==> config.mk <==
export PLATFORM = sky130hd
export DESIGN_NAME = brightness_ctrl
export DESIGN_NICKNAME = d
export VERILOG_FILES = /design/src/rtl/brightness_ctrl.sv
export SDC_FILE = /design/constraint.sdc
export NUM_CORES = 1
export LEC_CHECK = 0
export ABC_AREA = 1
export CAP_MARGIN = 20
export CORE_UTILIZATION = 62
export CTS_CLUSTER_DIAMETER = 150
export DETAILED_ROUTE_END_ITERATION = 16
export PLACE_DENSITY = 0.95
export SLEW_MARGIN = 20
export SYNTH_ARGS = -nofsm -noshare
export SYNTH_HDL_FRONTEND = slang
export SYNTH_SLANG_ARGS = --single-unit
==> constraint.sdc <==
create_clock -name clk -period 9.6 [get_ports clk]
set_input_delay 1.92 -clock clk [delete_from_list [all_inputs] [get_ports clk]]
set_output_delay 1.92 -clock clk [all_outputs]
set_load 0.05 [all_outputs]
==> src/rtl/brightness_ctrl.sv <==
`default_nettype none
// ============================================================================
//  Module   : brightness_ctrl
//  Purpose  : Frame-synchronous BPM/enable controller for the brightness
//             filter, with per-frame ramp limiting and fade-in/fade-out.
//             Optional active-frame counter: BRIGHTNESS_CTRL_STATS_EN.
//  Revision : 1.0  initial release
// ============================================================================
module brightness_ctrl #(
    parameter int MAX_BPM   = 200,
    parameter int RAMP_STEP = 4,
    localparam int BW       = $clog2(MAX_BPM + 1)
) (
    input  logic          clk,
    input  logic          reset,
    input  logic [BW-1:0] bpm_in,
    input  logic          bpm_valid,
    output logic          bpm_ready,
    input  logic          enable_req,
    input  logic          sof,
    output logic          filter_enable,
    output logic [BW-1:0] bpm_applied,
    output logic [1:0]    ctrl_state,
    output logic [15:0]   frame_count
);

    localparam logic [BW-1:0] c_max  = BW'(MAX_BPM);
    localparam logic [BW:0]   c_step = (BW+1)'((RAMP_STEP > MAX_BPM) ? MAX_BPM : RAMP_STEP);

    typedef enum logic [1:0] {
        c_idle      = 2'd0,
        c_ramp_up   = 2'd1,
        c_track     = 2'd2,
        c_ramp_down = 2'd3
    } state_t;

    state_t        r_state;
    logic          r_filter_enable;
    logic [BW-1:0] r_applied;
    logic [BW-1:0] r_target;
    logic [BW-1:0] r_pending;
    logic          r_pending_full;

    logic          w_xfer;
    logic [BW-1:0] w_clamped;
    logic [BW-1:0] w_target_nxt;
    logic [BW-1:0] w_step_tgt;
    logic [BW-1:0] w_step_zero;

    // One-unit move of at most c_step toward goal; extra bit keeps differences exact.
    function automatic logic [BW-1:0] step_toward(input logic [BW-1:0] cur,
                                                  input logic [BW-1:0] goal);
        logic [BW:0] c;
        logic [BW:0] g;
        logic [BW:0] d;
        c = {1'b0, cur};
        g = {1'b0, goal};
        if (c < g) begin
            d = g - c;
            if (d > c_step) d = c_step;
            step_toward = BW'(c + d);
        end else if (c > g) begin
            d = c - g;
            if (d > c_step) d = c_step;
            step_toward = BW'(c - d);
        end else begin
            step_toward = cur;
        end
    endfunction

    assign bpm_ready = !r_pending_full;
    assign w_xfer    = bpm_valid && bpm_ready;
    assign w_clamped = (bpm_in > c_max) ? c_max : bpm_in;

    always_comb begin
        w_target_nxt = r_target;
        if (sof) begin
            if (w_xfer)              w_target_nxt = w_clamped;
            else if (r_pending_full) w_target_nxt = r_pending;
        end
    end

    assign w_step_tgt  = step_toward(r_applied, w_target_nxt);
    assign w_step_zero = step_toward(r_applied, '0);

    always_ff @(posedge clk or negedge reset) begin
        if (!reset) begin
            r_state         <= c_idle;
            r_filter_enable <= 1'b0;
            r_applied       <= '0;
            r_target        <= '0;
            r_pending       <= '0;
            r_pending_full  <= 1'b0;
        end else if (sof) begin
            // A same-cycle transfer bypasses the pending slot, so it always ends empty.
            r_target       <= w_target_nxt;
            r_pending_full <= 1'b0;
            case (r_state)
                c_idle: begin
                    if (enable_req) begin
                        r_state         <= c_ramp_up;
                        r_filter_enable <= 1'b1;
                        r_applied       <= w_step_tgt;
                    end
                end
                c_ramp_up: begin
                    if (!enable_req) begin
                        r_state   <= c_ramp_down;
                        r_applied <= w_step_zero;
                    end else begin
                        r_applied <= w_step_tgt;
                        if (w_step_tgt == w_target_nxt) r_state <= c_track;
                    end
                end
                c_track: begin
                    if (!enable_req) begin
                        r_state   <= c_ramp_down;
                        r_applied <= w_step_zero;
                    end else begin
                        r_applied <= w_step_tgt;
                    end
                end
                c_ramp_down: begin
                    if (enable_req) begin
                        r_state   <= c_ramp_up;
                        r_applied <= w_step_tgt;
                    end else begin
                        r_applied <= w_step_zero;
                        if (w_step_zero == '0) begin
                            r_state         <= c_idle;
                            r_filter_enable <= 1'b0;
                        end
                    end
                end
                default: r_state <= c_idle;
            endcase
        end else if (w_xfer) begin
            r_pending      <= w_clamped;
            r_pending_full <= 1'b1;
        end
    end

    assign filter_enable = r_filter_enable;
    assign bpm_applied   = r_applied;
    assign ctrl_state    = r_state;

`ifdef BRIGHTNESS_CTRL_STATS_EN
    logic [15:0] r_frame_count;

    always_ff @(posedge clk or negedge reset) begin
        if (!reset) begin
            r_frame_count <= 16'h0000;
        end else if (sof && r_filter_enable && (r_frame_count != 16'hFFFF)) begin
            r_frame_count <= r_frame_count + 16'd1;
        end
    end

    assign frame_count = r_frame_count;
`else
    assign frame_count = 16'h0000;
`endif

endmodule
`default_nettype wire

-- Word level (Yosys, flattened, before mapping)
Cells that the tools add are included.
- logic and storage cells: 70
- input bits: 13
- flip-flop bits (word level): 28
- output and inout bits: 28
- eq/ne operators: 10
- multiplexer cells: 30
- bitwise gates (word level): 1
- order comparisons: 7
- add/sub/neg operators: 5
- reductions and logical operators: 11
- operator list (cell ; count):
    $mux W8 ; 16
    $gt A9 B3 Y1 const B ; 2
    $sub A8 B8 Y9 ; 2
    $pmux W8 S2 ; 1
    $sub A8 B8 Y8 ; 2
    $mux W2 ; 6
    $reduce_and A5 Y1 ; 2
    $add A8 B8 Y8 ; 1
    $eq A8 B8 Y1 ; 1
    $gt A8 B1 Y1 const B ; 1
    $gt A8 B3 Y1 const B ; 1
    $gt A8 B8 Y1 ; 1
    $gt A8 B8 Y1 const B ; 1
    $logic_not A8 Y1 ; 1
    $lt A8 B8 Y1 ; 1
    $ne A2 B2 Y1 const B ; 4
    $pmux W2 S4 ; 1
    $ne A3 B3 Y1 const B ; 2
    $mux W1 ; 5
    $eq A2 B2 Y1 const B ; 2
    $reduce_and A2 Y1 ; 2
    $reduce_bool A2 Y1 ; 2
    $reduce_or A3 Y1 ; 1
    $eq A2 B1 Y1 const B ; 1
    other kinds (5) ; 5

-- Depth between registers and ports, before layout
Gate-level depths: netlist of run 1.
- word-level depth: 16
- depth in mapped cells: 40
- mapped depth without buffers: 40

-- Least setup slack after synthesis of run 1
Ideal clock, no wire load.
- kind: input port to flip-flop
- start: input port sof
- end: register r_state[0] (netlist: ctrl_state[0])
- stages: 38
- arrival: 6.128 ns
- path slack: 3.352 ns
- buffers on the path: 2
- library setup time: 0.120 ns
- data required time: 9.480 ns
- path through: buf_6 > inv_2 > buf_2 > a221oi_1 > a22oi_1 > inv_1 > ha_1 > inv_1 > fa_1 > a21oi_1 > nor2_1 > nor2_2 > o21ai_1 > xor2_1 > nor4_1 > nand2_1 > inv_1 > nand2_1 > (+2 left out) > nand2_1 > nand2_1 > nand2_1 > a21oi_1 > xnor2_1 > nand2_1 > nand2_1 > nand2_1 > nand2_1 > nand2_1 > nor3_1 > nand3_1 > a21oi_1 > nand3_1 > nand2_2 > nand3_2 > nand2_1 > nand2_1
- longest elaborated chain between the ends: 12
- elaborated cells between the ends (all ways): 19
- those cells by class: 4 x add/sub; 4 x order compare; 2 x eq/ne; 8 x mux; 1 x reduce/logical
- RTL lines (item ; line ; text):
    start, declared ; 20 ; input logic sof,
    $mux W8 * ; 77 ; if (sof) begin
    named net w_target_nxt[0] ; 46 ; logic [BW-1:0] w_target_nxt;
    $sub A8 B8 Y9 ; 63 ; d = c - g;
    $gt A9 B3 Y1 ; 64 ; if (d > c_step) d = c_step;
    $mux W8 ; 64 ;
    $mux W8 ; 62 ; end else if (c > g) begin
    $mux W8 ; 58 ; if (c < g) begin
    $sub A8 B8 Y8 ; 65 ; step_toward = BW'(c - d);
    $mux W8 ; 62 ;
    $mux W8 ; 58 ;
    $eq A8 B8 Y1 * ; 112 ; if (w_step_tgt == w_target_nxt) r_state <= c_track;
    $ne A3 B3 Y1 (no line) * ; -- ;
    $reduce_and A5 Y1 (no line) * ; -- ;
    end signal, assigned ; 108 ; r_state <= c_ramp_down;
    end signal, assigned ; 112 ;
    end signal, assigned ; 117 ; r_state <= c_ramp_down;
    end, declared ; 37 ; state_t r_state;
Mark *: on every way through the listed nets, which the timed path passes. The rest lies on a longest branch. The select of a mux whose other input is x is not followed.
A chain may end at the register's enable or synchronous reset.

-- Worst setup path after layout of run 1
- start: input port sof
- end: register r_state[1] (netlist: ctrl_state[1])
Same word-level chain as after synthesis.

==> results of run 1 <==
[stage by stage]
step	instances	utilization (%)	area [µm²]	setup WS (ps)
floorplan	559	-	3602	3352
finish	638	70.46	3856	2335
global placement	634	69.16	3785	2226
global route	638	70.46	3856	1872
detailed placement	634	69.16	3785	2068
CTS	638	70.46	3856	2371
[state kept, by name (all words and copies together), names as in the netlist]
name,count
r_pending_full,1
r_pending,8
filter_enable,1
bpm_applied,8
ctrl_state,2
r_target,8
[final cells by class]
cell class	count	area, µm²
clock buffers	3	41.29
well taps	72	90.09
repair buffers	25	247.7
clock inverters	1	30.03
flip-flops and latches	28	700.7
inverters	79	299.0
multi-input cells	430	2447
fillers	495	1617
[cells in the final DEF, fill, tap and decap left out, types with 2 or more instances in the layout]
| cell type | Yosys | routed |
|---|---|---|
| ha_1 | 31 | 31 |
| nor2_1 | 36 | 36 |
| nand3_1 | 28 | 28 |
| nand2_2 | 14 | 14 |
| nand2_1 | 135 | 135 |
| inv_1 | 70 | 70 |
| dfrtp_1 | 28 | 28 |
| clkdlybuf4s50_1 | 0 | 24 |
| clkbuf_8 | 0 | 3 |
| nor3_2 | 2 | 2 |
| a31oi_1 | 3 | 3 |
| nand4_1 | 14 | 14 |
| a221oi_1 | 2 | 2 |
| a21oi_1 | 29 | 29 |
| xor2_1 | 11 | 11 |
| o21ai_1 | 5 | 5 |
| a22oi_1 | 6 | 6 |
| nor2_2 | 4 | 4 |
| fa_1 | 3 | 3 |
| inv_2 | 7 | 7 |
| conb_1 | 2 | 26 |
| o31ai_1 | 2 | 2 |
| a21oi_2 | 3 | 3 |
| nor3_1 | 7 | 7 |
| nand3b_1 | 4 | 4 |
| o21ai_0 | 35 | 35 |
| nand3_2 | 8 | 8 |
| o211ai_1 | 4 | 4 |
| xnor2_1 | 7 | 7 |
[worst max-delay path by stage]
stage | end | slack, ps | cells past startpoint
detailed placement | ctrl_state[1] | 2070 | 37
finish | ctrl_state[1] | 2340 | 37
CTS | ctrl_state[1] | 2370 | 37
global route | ctrl_state[0] | 1870 | 37
floorplan | ctrl_state[0] | 3350 | 38
global placement | ctrl_state[0] | 2230 | 37
[synthesized netlist by cell type, types with 5 or more instances]
| master | instances |
|---|---|
| dfrtp_1 | 28 |
| a21oi_1 | 29 |
| xnor2_1 | 7 |
| nand3_1 | 28 |
| nand4_1 | 14 |
| nand2_1 | 135 |
| nor3_1 | 7 |
| inv_2 | 7 |
| nor2_1 | 36 |
| nand3_2 | 8 |
| buf_4 | 17 |
| o21ai_0 | 35 |
| nand2_2 | 14 |
| inv_1 | 70 |
| xor2_1 | 11 |
| a22oi_1 | 6 |
| ha_1 | 31 |
| o21ai_1 | 5 |
[power by group through the flow]
stage,Clock (W),Combinational (W),Sequential (W)
finish,0.0000962,0.00106,0.000219
global route,0.000101,0.00118,0.000224
CTS,0.0000962,0.00104,0.000218
detailed placement,0,0.00104,0.000220
global placement,0,0.00102,0.000218
floorplan,0,0.000727,0.000274
[cell families after synthesis]
| logic type | Yosys count | synth area share (%) |
|---|---|---|
| and+or+nand+nor | 257 | 34.20 |
| buffers and inverters | 101 | 12.93 |
| AOI/OAI and AO/OA | 95 | 15.46 |
| adders and majority gates | 34 | 12.75 |
| DFF | 28 | 19.95 |
| xor gates and xnor gates | 18 | 4.489 |
| other | 2 | 0.2138 |
[worst min-delay path, cell delays in order (launching register included)]
cell and delay (ps):
dfrtp_1 360, nand2_1 60, nand2_1 60
[metal layers]
metal  GRT usage (%)  vias up  routed length, µm
li1                -     1781                  -
met1           44.71     1650               4139
met2           53.63      160               4314
met3           4.167       17                701
met4           8.113        0                169
met5               0        -                  0
==> results.md, run 1 <==
- Global-route wire length before repair: 15450 µm
- Area growth syn-to-layout: 9.797%
- Average size of a mapped cell: 6.565 µm²
- Detail-routed via count per cell: 5.655
- Category of cells accounting for the largest share of critical-path delay: simple AND/OR/NAND/NOR gates
- Top_reg_cell synth: dfrtp_1
- Root buffer cell: clkbuf_8
- Number of register bits inferred by synthesis: 28
- Antenna violations before repair: 0
- Kind of capture point of the worst setup path: register
- DRC violation total after the first TritonRoute iteration: 383
- Port buffer count: 24
- Final number of setup-violating endpoints: 0
- Slack of the worst reg-to-reg path: 4070 ps
- Cells after Synth: 535
- Count of H-tree levels built during CTS: 1
- CTS tree: built
- Top area cells in the synthesized netlist: dfrtp_1 20%, nand2_1 14%, ha_1 11%
- Achievable frequency: 0.1377 GHz
- Highest net fanout along the worst path: 11
- Worst EP arrival: 7450 ps
- Total power: 0.001378 W
- TritonCTS Sinks: 28
- Final period demand of the worst path: 7265 ps
- Power density over the cells: 357.4 nW/µm²
- Worst setup path class: in -> reg
- Proportion of power drawn by flip-flops and latches: 15.9%
- Pin count of the biggest net entering global routing: 29
- Data required, critical path: 9780 ps
- Remaining Overflow, GRT: 0
- Number of global-route vias before repair: 3320
- Max IR drop VDD: 0.0001997 V
- Switching Share: 59.12%
- Seq/Total Area, Yosys: 19.95%
- Core Region: 5473 µm²
- Pin slew with the least headroom to its limit: 822.3 ps
- Overall die area: 5970 µm²
- Skew-Pair Late Insertion Delay: 280 ps
- Worst slew margin relative to its limit: 44.98%
- Combinational cell fraction of total power: 77.1%
- Starting density of the core: 64.17%
- Net switching power of the design: 0.0008149 W
- Initial DRT Pass Iterations: 5
- Cells on Worst Hold Path: 2
- Hold path startpoint: r_pending[5]
- Number of hold violations in the final report: 0
- Post_cts resized: 0
- Count of buffering cells on the critical path with inverters included: 5
- Total wirelength of the detailed-routed design: 9325 µm
- Cts-stage hold buffer count: 0
- Worst hold path class: reg -> reg
- HPWL after detailed placement: 7542 µm
- Placer's final routability congestion estimate: 0.9689
- Count of standard-cell rows: 27
- Number of distinct library cell variants in the gate-level netlist after synthesis: 44
- Total standard cell area after synthesis: 3512 µm²
- Crit. Startpoint: sof
- Total CTS buffers: 3
- Top cell type's share of synthesized area: 19.95%
- Total of max-cap violations: 0
- Category of the worst setup path launch point: input port
- Setup repair after global routing missed its margin: false
- Count of synthesis-stage warnings from yosys: 0
- Overall routing resource usage: 32.52%
- DRC violation count after routing: 0
- Internal Pwr Total: 0.0005635 W
- Period utilisation layout: 75.67%
- Final-layout setup total negative slack: 0 ps
- Largest stage delay on the critical path: 680 ps
- Vias after detailed routing: 3608
- Vertical extent of the die: 77.27 µm
- Final Slew Violations: 0
- Worst-case hold path end point: r_pending[5]
- Maximum clock path buffer count: 2
- Worst R2R Path Depth: 38
- Result of the run: finished clean
- Nets: 614
- Worst hold slack: 499.1 ps
- Num ports: 41
- Startpoint of the worst-slack reg-to-reg timing path: r_pending_full
- Number of post-CTS setup repair buffers: 0
- Async SR Flop Fraction: 100.0%
- Part of the power in the clock network: 7.0%
- Clk_skew: 5.543 ps
- Post-DR wirelength/cell: 14.62 µm
- Clock-pin slew on the worst setup and hold paths: 100 ps
- Die Wd: 77.27 µm
- Count of flip-flops with a built-in enable after synthesis: 0
- Ant diodes: 0
- Cell with the biggest individual delay on the critical path: clkdlybuf4s50_1
- Crit path top cell by count: nand2_1
- Static leakage: 2.055 nW
- Share of layout cells above drive strength 1: 8.657%
- Count of antenna-violating nets left after detailed routing: 0
- Post-synthesis cell type with the largest combined area: dfrtp_1
- Reg2reg end: ctrl_state[1]
No activity file was read; power rests on OpenSTA's default activity.
==> run 2, diff against run 1 <==
--- a/config.mk
+++ b/config.mk
@@ -7,10 +7,10 @@
 export LEC_CHECK = 0
 export ABC_AREA = 1
 export CAP_MARGIN = 20
-export CORE_UTILIZATION = 62
+export CORE_UTILIZATION = 58
 export CTS_CLUSTER_DIAMETER = 150
 export DETAILED_ROUTE_END_ITERATION = 16
-export PLACE_DENSITY = 0.95
+export PLACE_DENSITY = 0.93
 export SLEW_MARGIN = 20
 export SYNTH_ARGS = -nofsm -noshare
 export SYNTH_HDL_FRONTEND = slang
==> constraint.sdc (replaced) <==
create_clock -name clk -period 7.48 [get_ports clk]
set_input_delay 1.496 -clock clk [delete_from_list [all_inputs] [get_ports clk]]
set_output_delay 1.496 -clock clk [all_outputs]
set_load 0.05 [all_outputs]
==> results.md, run 2 (same netlist as run 1, synthesis figures left out) <==
- Number of post-CTS setup repair buffers: 0 (unchanged)
- Antenna violations before repair: 0 (unchanged)
- Worst slew margin relative to its limit: 48.11% (+3.1 points)
- Initial DRT Pass Iterations: 6 (+1)
- Share of layout cells above drive strength 1: 9.139% (+0.48 points)
- TritonCTS Sinks: 28 (unchanged)
- Result of the run: finished clean
- Total CTS buffers: 3 (unchanged)
- Post-DR wirelength/cell: 14.85 µm (+1.6%)
- Number of global-route vias before repair: 3328 (+0.24%)
- Count of H-tree levels built during CTS: 1 (unchanged)
- Worst setup path class: in -> reg
- Final period demand of the worst path: 6695 ps
- Max IR drop VDD: 0.0002914 V (+46%)
- Count of buffering cells on the critical path with inverters included: 6 (+1)
- Pin slew with the least headroom to its limit: 775.5 ps (-46.78 ps)
- Kind of capture point of the worst setup path: register
- Number of hold violations in the final report: 0 (unchanged)
- Setup repair after global routing missed its margin: false
- Highest net fanout along the worst path: 7 (-4)
- Remaining Overflow, GRT: 0 (unchanged)
- Worst EP arrival: 6870 ps (-580 ps)
- Most frequent cells in the layout: 135 x nand2_1, 70 x inv_1, 36 x nor2_1
- Power density over the cells: 453.1 nW/µm² (+27%)
- CTS tree: built
- Starting density of the core: 61.88% (-2.3 points)
- Num ports: 41 (unchanged)
- Achievable frequency: 0.1494 GHz
- Final-layout setup total negative slack: 0 ps (unchanged)
- Flip-flop and latch area: 700.7 µm² (unchanged)
- DRC violation total after the first TritonRoute iteration: 334 (-13%)
- Port buffer count: 24 (unchanged)
- Final Slew Violations: 0 (unchanged)
- Die Wd: 79.82 µm (+3.3%)
- Area growth syn-to-layout: 9.975%
- Ant diodes: 0 (unchanged)
- Final number of setup-violating endpoints: 0 (unchanged)
- Overall routing resource usage: 31.04% (-1.5 points)
- Total wirelength of the detailed-routed design: 9516 µm (+2.0%)
- Combined area of the multi-input logic cells: 2447 µm² (unchanged)
- Core Util, Final: 68.06% (-2.4 points)
- Post_cts resized: 0 (unchanged)
- Overall die area: 6370 µm² (+6.7%)
- Most common cell after layout, fill and taps aside: nand2_1
- Fill count: 532 (+7.5%)
- Root buffer cell: clkbuf_8
- Maximum clock path buffer count: 2 (unchanged)
- Pin count of the biggest net entering global routing: 29 (unchanged)
- Count of standard-cell rows: 27 (unchanged)
- Cts-stage hold buffer count: 0 (unchanged)
- Count of antenna-violating nets left after detailed routing: 0 (unchanged)
- Global-route wire length before repair: 15370 µm (-0.49%)
- Data required, critical path: 7650 ps (-2130 ps)
- Skew-Pair Late Insertion Delay: 280 ps (about the same)
- Detail-routed via count per cell: 5.805 (+2.6%)
- Cell with the biggest individual delay on the critical path: clkdlybuf4s50_1
- Nets: 617 (+0.49%)
- Category of the worst setup path launch point: input port
- Vertical extent of the die: 79.82 µm (+3.3%)
- Placer's final routability congestion estimate: 0.9735 (+0.47%)
- Clk_skew: 4.644 ps (-0.8985 ps)
- Worst hold path class: reg -> reg
- Vias after detailed routing: 3721 (+3.1%)
- Largest stage delay on the critical path: 470 ps (-210 ps)
- Period utilisation layout: 89.51%
- Clock-pin slew on the worst setup and hold paths: 100 ps (about the same)
- HPWL after detailed placement: 7628 µm (+1.1%)
- DRC violation count after routing: 0 (unchanged)
- Category of cells accounting for the largest share of critical-path delay: simple AND/OR/NAND/NOR gates
- Crit path top cell by count: nand2_1
- Total of max-cap violations: 0 (unchanged)
- Static leakage: 2.062 nW (+0.35%)
- Core Region: 5675 µm² (+3.7%)
[run 2: path summary, 6_finish.rpt]
path                           startpoint            end  slack (ps)  depth (start not counted)
min reg2reg                  r_pending[0]   r_pending[0]         520                          2
min                          r_pending[0]   r_pending[0]         520                          2
max in group asynchronous           reset    r_target[7]        5630                          2
min in group asynchronous           reset   r_pending[0]        1590                          2
max reg2reg                r_pending_full  ctrl_state[1]        1940                         38
max                             bpm_valid  ctrl_state[1]         790                         39
[run 2: where the power goes]
part / leakage, nW / switching, W / internal (W)
clock: 0.0288 / 0.0000484 / 0.0000472
sequential: 0.343 / 0.0000882 / 0.000195
combinational: 1.69 / 0.000912 / 0.000459
[run 2: final cells by class]
class                           instances  area share, %
Multi-Input combinational cell        430          63.36
Sequential cell                        28          18.14
Inverter                               79          7.742
Timing Repair Buffer                   28          6.997
Tap cell                               72          2.332
Clock buffer                            4          1.425
[run 2: worst register-to-register path: cells and delay by family (launching register included)]
family          cells  cell delay, ps
compound gates      6            1130
xor+xnor            2             300
fa+ha+maj           3             940
buf+inv             5             550
flops               1             450
simple gates       22            2060
[run 2: metal layers]
metal  global-route usage, %  up-vias  routed length [µm]
met1                   40.66     1704                3988
li1                        -     1793                   -
met2                   51.97      195                4441
met5                       0        -                   0
met3                   4.571       29                 852
met4                   10.36        0                 233
[run 2: metrics by stage]
| step | std cells | setup WS (ps) | power [W] | instance area [µm²] | hold slack, ps |
|---|---|---|---|---|---|
| final | 641 | 785.0 | 0.001750 | 3862 | 517.9 |
| after global routing | 641 | 276.3 | 0.001899 | 3862 | 533.7 |
| after CTS | 641 | 889.1 | 0.001720 | 3862 | 509.5 |
| after detailed placement | 637 | 605.7 | 0.001620 | 3807 | 485.9 |
| after global placement | 637 | 701.6 | 0.001589 | 3807 | 467.7 |
| after floorplan | 559 | 1656 | 0.001284 | 3602 | 447.9 |
